===== src/rtl/fconv_pkg.sv =====
// Shared types and constants for the float/int conversion arbiter.
package fconv_pkg;

    typedef enum logic {
        FCONV_FTOI = 1'b0,
        FCONV_ITOF = 1'b1
    } fconv_op_e;

    localparam logic [31:0] INT_MAX      = 32'h7FFF_FFFF;
    localparam logic [31:0] INT_MIN      = 32'h8000_0000;
    // -2^31 is the only float with exponent >= 158 that converts exactly.
    localparam logic [31:0] FTOI_EXACT_MIN = 32'hCF00_0000;
    localparam int          FCONV_TAG_W  = 5;

endpackage


===== src/rtl/fconv_core.sv =====
// Combinational ftoi (truncate) / itof (round-nearest-even) datapath.
// Optional exception flag generated only when FCONV_EXC_EN is defined.
module fconv_core
    import fconv_pkg::*;
(
    input  fconv_op_e   op,
    input  logic [31:0] data,
    output logic [31:0] result
`ifdef FCONV_EXC_EN
    ,
    output logic        exc
`endif
);

    logic [7:0]  expo;
    logic [31:0] mant;
    logic [31:0] mag_f;
    logic [31:0] ftoi_res;
    logic [31:0] mag_i;
    logic [31:0] norm;
    logic [4:0]  lead;
    logic        rnd_up;
    logic [24:0] rnd;
    logic [7:0]  exp_i;
    logic [31:0] itof_res;

    always_comb begin
        expo = data[30:23];
        mant = {8'd0, 1'b1, data[22:0]};
        if (expo >= 8'd150) begin
            mag_f = mant << (expo - 8'd150);
        end else begin
            mag_f = mant >> (8'd150 - expo);
        end
        if (expo <= 8'd126) begin
            ftoi_res = '0;
        end else if (expo >= 8'd158) begin
            ftoi_res = data[31] ? INT_MIN : INT_MAX;
        end else begin
            ftoi_res = data[31] ? (~mag_f + 32'd1) : mag_f;
        end
    end

    // Normalise so the leading one sits at bit 31; bits [7:0] then hold guard/sticky.
    always_comb begin
        mag_i = data[31] ? (~data + 32'd1) : data;
        lead  = '0;
        for (int i = 0; i < 32; i++) begin
            if (mag_i[i]) begin
                lead = 5'(i);
            end
        end
        norm     = mag_i << (5'd31 - lead);
        rnd_up   = norm[7] && ((|norm[6:0]) || norm[8]);
        rnd      = {1'b0, norm[31:8]} + {24'd0, rnd_up};
        exp_i    = 8'd127 + {3'd0, lead} + {7'd0, rnd[24]};
        itof_res = (mag_i == 32'd0) ? 32'd0
                 : {data[31], exp_i, (rnd[24] ? rnd[23:1] : rnd[22:0])};
    end

    assign result = (op == FCONV_ITOF) ? itof_res : ftoi_res;

`ifdef FCONV_EXC_EN
    assign exc = (op == FCONV_FTOI) && (expo >= 8'd158) && (data != FTOI_EXACT_MIN);
`endif

endmodule


===== src/rtl/fconv_arb.sv =====
// Two-requester round-robin arbiter feeding a 2-stage conversion pipeline.
// Optional res_exc output enabled by defining FCONV_EXC_EN.
module fconv_arb
    import fconv_pkg::*;
#(
    parameter int TAG_W = FCONV_TAG_W
) (
    input  logic             clk,
    input  logic             rst,
    input  logic             req0_valid,
    output logic             req0_ready,
    input  logic             req0_op,
    input  logic [31:0]      req0_data,
    input  logic [TAG_W-1:0] req0_tag,
    input  logic             req1_valid,
    output logic             req1_ready,
    input  logic             req1_op,
    input  logic [31:0]      req1_data,
    input  logic [TAG_W-1:0] req1_tag,
    input  logic             flush,
    output logic             res_valid,
    input  logic             res_ready,
    output logic [31:0]      res_data,
    output logic             res_src,
    output logic [TAG_W-1:0] res_tag
`ifdef FCONV_EXC_EN
    ,
    output logic             res_exc
`endif
);

    // Handshake: a transfer happens on a rising edge where valid and ready are both 1;
    // res_* hold steady while res_valid=1 and res_ready=0.
    logic             ptr_q, ptr_d;
    logic             s1_valid_q, s1_valid_d;
    fconv_op_e        s1_op_q, s1_op_d;
    logic [31:0]      s1_data_q, s1_data_d;
    logic [TAG_W-1:0] s1_tag_q, s1_tag_d;
    logic             s1_src_q, s1_src_d;
    logic             s2_valid_q, s2_valid_d;
    logic [31:0]      s2_data_q, s2_data_d;
    logic [TAG_W-1:0] s2_tag_q, s2_tag_d;
    logic             s2_src_q, s2_src_d;
    logic             s2_stall, can_accept, gnt, accept;
    logic [31:0]      core_result;
`ifdef FCONV_EXC_EN
    logic             s2_exc_q, s2_exc_d;
    logic             core_exc;
`endif

    fconv_core u_core (
        .op     (s1_op_q),
        .data   (s1_data_q),
        .result (core_result)
`ifdef FCONV_EXC_EN
        ,
        .exc    (core_exc)
`endif
    );

    always_comb begin
        s2_stall   = s2_valid_q && !res_ready;
        can_accept = !rst && !flush && (!s1_valid_q || !s2_stall);
        // Pointer's requester if it is valid, otherwise the other one.
        gnt        = ptr_q ? req1_valid : !req0_valid;
        req0_ready = can_accept && req0_valid && !gnt;
        req1_ready = can_accept && req1_valid && gnt;
        accept     = req0_ready || req1_ready;
        ptr_d      = accept ? !gnt : ptr_q;

        s1_valid_d = s1_valid_q;
        s1_op_d    = s1_op_q;
        s1_data_d  = s1_data_q;
        s1_tag_d   = s1_tag_q;
        s1_src_d   = s1_src_q;
        if (flush) begin
            s1_valid_d = 1'b0;
        end else if (accept) begin
            s1_valid_d = 1'b1;
            s1_op_d    = gnt ? fconv_op_e'(req1_op) : fconv_op_e'(req0_op);
            s1_data_d  = gnt ? req1_data : req0_data;
            s1_tag_d   = gnt ? req1_tag : req0_tag;
            s1_src_d   = gnt;
        end else if (!s2_stall) begin
            s1_valid_d = 1'b0;
        end

        s2_valid_d = s2_valid_q;
        s2_data_d  = s2_data_q;
        s2_tag_d   = s2_tag_q;
        s2_src_d   = s2_src_q;
`ifdef FCONV_EXC_EN
        s2_exc_d   = s2_exc_q;
`endif
        if (flush) begin
            s2_valid_d = 1'b0;
        end else if (!s2_stall) begin
            s2_valid_d = s1_valid_q;
            if (s1_valid_q) begin
                s2_data_d = core_result;
                s2_tag_d  = s1_tag_q;
                s2_src_d  = s1_src_q;
`ifdef FCONV_EXC_EN
                s2_exc_d  = core_exc;
`endif
            end
        end
    end

    always_ff @(posedge clk) begin
        if (rst) begin
            ptr_q      <= 1'b0;
            s1_valid_q <= 1'b0;
            s1_op_q    <= FCONV_FTOI;
            s1_data_q  <= '0;
            s1_tag_q   <= '0;
            s1_src_q   <= 1'b0;
            s2_valid_q <= 1'b0;
            s2_data_q  <= '0;
            s2_tag_q   <= '0;
            s2_src_q   <= 1'b0;
`ifdef FCONV_EXC_EN
            s2_exc_q   <= 1'b0;
`endif
        end else begin
            ptr_q      <= ptr_d;
            s1_valid_q <= s1_valid_d;
            s1_op_q    <= s1_op_d;
            s1_data_q  <= s1_data_d;
            s1_tag_q   <= s1_tag_d;
            s1_src_q   <= s1_src_d;
            s2_valid_q <= s2_valid_d;
            s2_data_q  <= s2_data_d;
            s2_tag_q   <= s2_tag_d;
            s2_src_q   <= s2_src_d;
`ifdef FCONV_EXC_EN
            s2_exc_q   <= s2_exc_d;
`endif
        end
    end

    assign res_valid = s2_valid_q;
    assign res_data  = s2_data_q;
    assign res_tag   = s2_tag_q;
    assign res_src   = s2_src_q;
`ifdef FCONV_EXC_EN
    assign res_exc   = s2_exc_q;
`endif

endmodule


===== config.mk =====
export PLATFORM = sky130hd
export DESIGN_NAME = fconv_arb
export DESIGN_NICKNAME = d
export VERILOG_FILES = /design/src/rtl/fconv_pkg.sv /design/src/rtl/fconv_core.sv /design/src/rtl/fconv_arb.sv
export SDC_FILE = /design/constraint.sdc
export NUM_CORES = 1
export LEC_CHECK = 0
export ABC_AREA = 1
export CORE_ASPECT_RATIO = 0.9
export CORE_UTILIZATION = 53
export DETAILED_ROUTE_END_ITERATION = 10
export PLACE_DENSITY = 0.86
export SLEW_MARGIN = 25
export SYNTH_ARGS = -nofsm -noshare
export SYNTH_HDL_FRONTEND = slang
export SYNTH_SLANG_ARGS = --single-unit

===== constraint.sdc =====
create_clock -name clk -period 6.6 [get_ports clk]
set_input_delay 0.66 -clock clk [delete_from_list [all_inputs] [get_ports clk]]
set_output_delay 0.66 -clock clk [all_outputs]
set_load 0.005 [all_outputs]

==> tab_implementation.tex <==
\begin{tabular}{lr}
\hline
Metric & Value \\
\hline
\multicolumn{2}{l}{\textbf{STA}} \\
\quad Min Tclk post-route & 6030 ps \\
\quad Fin crit share & 91.3\% \\
\quad Slew Viols, Final & 0 \\
\quad Min Hold Slack & 483 ps \\
\quad Least-Margin Pin Slew & 938 ps \\
\quad Remaining max-slew budget at the tightest pin & between 30\% and 40\% \\
\quad Setup skew after layout & 13.1 ps \\
\quad RSZ-0062 raised after global routing & no \\
\quad Max Clk Rate & 0.166 GHz \\
\quad Final setup violation count & 0 \\
\quad Post-Route Setup TNS & 0 ps \\
\quad Number of hold violations in the final report & 0 \\
\multicolumn{2}{l}{\textbf{Route}} \\
\quad Initial drt markers & 1778 \\
\quad Vias & 14100 \\
\quad Average wire length per cell after detail routing & 18.2 um \\
\quad First-pass DRT Iterations & 6 \\
\quad Number of DRC violations after detailed routing & 0 \\
\quad Remaining antenna violation count after routing & 0 \\
\quad Vias/cell & a little over 6 \\
\quad Total detailed-routing wirelength & 41.8 mm \\
\multicolumn{2}{l}{\textbf{GRT}} \\
\quad Largest net degree at the start of global routing & 77 \\
\quad First-pass GRT wire length & 66.7 mm \\
\quad Initial antenna violation count & 0 \\
\quad Number of global-route vias before repair & 12700 \\
\quad Total grt overflow & 0 \\
\quad Overall track demand over capacity in global routing & 39.1\% \\
\multicolumn{2}{l}{\textbf{Worst setup path}} \\
\quad Family with the most delay on the worst path & simple AND/OR/NAND/NOR gates \\
\quad Number of buffers and inverters on the critical path & 8 \\
\quad Endpoint kind of the worst setup timing path & register \\
\quad Nature of the critical path startpoint & register \\
\quad Launch point of the worst reg-to-reg path & s1\_data\_q[0]\$\_SDFFE\_PP0P\_ \\
\quad Slowest stage cell, crit path & sky130\_fd\_sc\_hd\_\_dfxtp\_1 \\
\quad Arrival time reported for the critical path endpoint & 6260 ps \\
\quad Logic depth of the worst register-to-register path & 42 \\
\quad Start-to-end type of the worst setup path & reg2reg \\
\quad Worst-path fanout max & 11 \\
\quad Setup slack on the worst flop-to-flop path & 570 ps \\
\quad Critical Path RT & 6830 ps \\
\quad Cell occurring most often along the worst timing path & sky130\_fd\_sc\_hd\_\_nand2\_1 \\
\quad Worst path max stage delay & between 300 and 400 ps \\
\quad Worst reg2reg endpoint & res\_data[28]\$\_SDFFE\_PP0P\_ \\
\multicolumn{2}{l}{\textbf{Clock network}} \\
\quad Later-pin clock latency in the skew report & 350 ps \\
\quad Clock-pin transition on the worst setup and hold timing paths & around 70 ps \\
\quad CTS tree & done \\
\quad Setup repair bufs after CTS & 0 \\
\quad Total CTS buffers & 9 \\
\quad H-tree levels & 3 \\
\quad Clk Tree Root Cell & sky130\_fd\_sc\_hd\_\_clkbuf\_16 \\
\quad Deepest clock path buffer count & 2 \\
\quad Number of hold-repair buffers added at the cts stage & 0 \\
\quad Sinks on Clock Net & 80 \\
\multicolumn{2}{l}{\textbf{Logic synthesis}} \\
\quad Sequential share of the synthesized area & between 10 and 15\% \\
\quad Library cells used by synthesis & 60 \\
\quad Proportion of synthesized flip-flops having asynchronous set or reset & 0\% \\
\quad Synthesized flop and latch total & 80 \\
\quad Count of warnings emitted by yosys & 0 \\
\quad Post-synth EDFFs & 0 \\
\quad Number of cells produced by synthesis & 1993 \\
\quad Portion of synthesized cell area occupied by the leading cell type & 17.4\% \\
\quad Cell taking the most area after synthesis & sky130\_fd\_sc\_hd\_\_nand2\_1 \\
\quad Total standard cell area after synthesis & 11000 sq um \\
\quad Post-Syn Area per Cell & 5.52 sq um \\
\quad Post-synth net total & between 2000 and 2500 \\
\quad Cell types with the largest area share after synthesis & sky130\_fd\_sc\_hd\_\_nand2\_1 17\%, sky130\_fd\_sc\_hd\_\_dfxtp\_1 15\%, sky130\_fd\_sc\_hd\_\_o21ai\_0 12\% \\
\quad Ys flop type & sky130\_fd\_sc\_hd\_\_dfxtp\_1 \\
\multicolumn{2}{l}{\textbf{Floorplan}} \\
\quad Die Y & $\sim$140 um \\
\quad Number of core rows & 49 \\
\quad Core Footprint & 20200 sq um \\
\quad Total I/O pin count & 123 \\
\quad Initial Util & 54.5\% \\
\quad Die Width & between 150 and 200 um \\
\quad Die area & 21300 sq um \\
\multicolumn{2}{l}{\textbf{Worst hold path}} \\
\quad Terminating pin of the worst hold path & res\_tag[0]\$\_SDFFE\_PP0P\_ \\
\quad Worst min path class & reg2reg \\
\quad Startpoint of the most critical hold path & s1\_tag\_q[0]\$\_SDFFE\_PP0P\_ \\
\quad Hold path cells & 2 \\
\multicolumn{2}{l}{\textbf{Power and ir drop}} \\
\quad IR drop worst, VDD & 129 uV \\
\quad Sum of internal, switching and leakage power & approximately 3400 uW \\
\quad Cell leakage power & between 0.005 and 0.006 uW \\
\quad Total power per unit cell area & 272 nW/um\^{}2 \\
\multicolumn{2}{l}{\textbf{Cells and area}} \\
\quad Commonest cells after routing, fill and taps aside & 511 x sky130\_fd\_sc\_hd\_\_nand2\_1, 255 x sky130\_fd\_sc\_hd\_\_o21ai\_0, 233 x sky130\_fd\_sc\_hd\_\_nand3\_1, 196 x sky130\_fd\_sc\_hd\_\_nor2\_1, 144 x sky130\_fd\_sc\_hd\_\_inv\_1 \\
\quad Area growth, synth to finish & 14.1\% \\
\quad Number of fill cells & about 2000 \\
\quad Most common library cell in the layout ignoring fill and taps & sky130\_fd\_sc\_hd\_\_nand2\_1 \\
\quad Antenna Cells & 0 \\
\quad Net count reported at finish & 2123 \\
\quad Share of post-route cells with drive strength above 1 & 8.60\% \\
\multicolumn{2}{l}{\textbf{Flow run}} \\
\quad Max-cap viol count & 0 \\
\multicolumn{2}{l}{\textbf{Place}} \\
\quad Total of buffers placed on input and output ports & roughly 120 \\
\quad Detailed placement HPWL & between 30 and 40 mm \\
\quad Gpl congestion & roughly 1.1 \\
\multicolumn{2}{l}{\textbf{Outcome}} \\
\quad Run status & finished clean \\
\hline
\end{tabular}
Yosys cell counts, types with 4 or more instances:
library cell               number
sky130_fd_sc_hd__nor3_2         4
sky130_fd_sc_hd__inv_2         16
sky130_fd_sc_hd__a21oi_2        4
sky130_fd_sc_hd__o21ai_0      256
sky130_fd_sc_hd__inv_1        147
sky130_fd_sc_hd__nor2_1       196
sky130_fd_sc_hd__o211ai_1      15
sky130_fd_sc_hd__a21oi_1       92
sky130_fd_sc_hd__or2_2          9
sky130_fd_sc_hd__dfxtp_1       80
sky130_fd_sc_hd__buf_6          6
sky130_fd_sc_hd__nand2_4        4
sky130_fd_sc_hd__mux2i_1        5
sky130_fd_sc_hd__o21a_1         4
sky130_fd_sc_hd__nor2_2        10
sky130_fd_sc_hd__clkbuf_1      75
sky130_fd_sc_hd__buf_1         12
sky130_fd_sc_hd__o22ai_1        6
sky130_fd_sc_hd__nand3_1      233
sky130_fd_sc_hd__nand3_2       27
sky130_fd_sc_hd__ha_1          11
sky130_fd_sc_hd__nand2_2       23
sky130_fd_sc_hd__nor3_1        28
sky130_fd_sc_hd__xor2_1        36
sky130_fd_sc_hd__a31oi_1       58
sky130_fd_sc_hd__a22oi_1        5
sky130_fd_sc_hd__nand3b_1       4
sky130_fd_sc_hd__a211oi_1       4
sky130_fd_sc_hd__clkinv_1       5
sky130_fd_sc_hd__nand3_4        4
sky130_fd_sc_hd__nand4_1       16
sky130_fd_sc_hd__o21ai_1        9
sky130_fd_sc_hd__nor2_4         7
sky130_fd_sc_hd__buf_2         27
sky130_fd_sc_hd__o31ai_1        4
sky130_fd_sc_hd__nand2_1      511
how the worst max path moves through the flow:
| stage | start | endpoint | slack (ps) | cells past startpoint |
|---|---|---|---|---|
| finish | s1_data_q[0]$_SDFFE_PP0P_ | res_data[28]$_SDFFE_PP0P_ | 570 | 42 |
| global route | s1_data_q[0]$_SDFFE_PP0P_ | res_data[28]$_SDFFE_PP0P_ | 20 | 50 |
| CTS | s1_data_q[1]$_SDFFE_PP0P_ | res_data[28]$_SDFFE_PP0P_ | 410 | 49 |
| detailed placement | s1_data_q[1]$_SDFFE_PP0P_ | res_data[28]$_SDFFE_PP0P_ | 510 | 49 |
| global placement | s1_data_q[1]$_SDFFE_PP0P_ | res_data[28]$_SDFFE_PP0P_ | 700 | 49 |
| floorplan | s1_data_q[0]$_SDFFE_PP0P_ | res_data[28]$_SDFFE_PP0P_ | 1540 | 41 |
stage by stage:
step | utilization, % | cell area (sq um) | instances | setup WS, ps
after floorplan | - | 11000 | 1993 | 1540
after global placement | 60.4 | 12200 | 2273 | 698
after detailed placement | 60.4 | 12200 | 2273 | 508
after CTS | 62.0 | 12500 | 2289 | 411
after global routing | 62.2 | 12500 | 2290 | 17.3
final | 62.2 | 12500 | 2290 | 571
worst reg2reg max path, delay by kind of cell, from the launching register on:
| kind | cells | cell delay [ps] |
|---|---|---|
| simple gates | 26 | 3070 |
| fa+ha+maj | 3 | 650 |
| xor+xnor | 1 | 310 |
| flops | 1 | 360 |
| buf+inv | 8 | 880 |
| compound gates | 4 | 640 |
final cells by class:
type	instances	area, sq um	area share (%)
Multi-Input combinational cell	1622	8240	65.7
Clock inverter	7	96.3	0.768
Timing Repair Buffer	149	1420	11.4
Inverter	168	634	5.06
Sequential cell	80	1600	12.8
Clock buffer	9	225	1.80
Tap cell	255	319	2.54
layer usage:
metal  up-vias  global-route usage [%]  share of wire (%)
li1       6755                       -                  -
met1      6396                    53.1                 42
met2       767                    62.5                 44
met3       133                    5.63                9.5
met4         0                    14.7                3.8
met5         -                       0                  0
what timing repair did:
| item | 4_1_cts | 5_1_grt |
|---|---|---|
| resized for setup | 0 | 6 |
| endpoints found under the setup margin | 0 | 8 |
| hold endpoints to repair | 0 | 0 |
logic make-up (layout without fill, tap and decap cells):
family | after synthesis | in the layout | share of synthesized area, %
AND/OR/NAND/NOR | 1098 | 1099 | 46.2
AO/OA/AOI/OAI | 467 | 467 | 23.3
flip-flops | 80 | 80 | 14.6
XOR/XNOR | 40 | 40 | 3.32
adder cells (fa/ha/maj) | 11 | 11 | 1.25
multiplexers | 5 | 5 | 0.455
buffers and inverters | 292 | 333 | 10.9
power by group:
group          switching [uW]  internal, uW  leakage (uW)  total (uW)
sequential               34.7           502      0.000650         536
combinational            1630           691       0.00470        2330
clock                     223           332      0.000159         555
registers in the layout, summed over array words and instances (netlist names):
signal	count
ptr_q	1
res_data	32
res_src	1
res_tag	5
res_valid	1
s1_data_q	32
s1_op_q	1
s1_src_q	1
s1_tag_q	5
s1_valid_q	1
(Power assumes the default switching activity.)
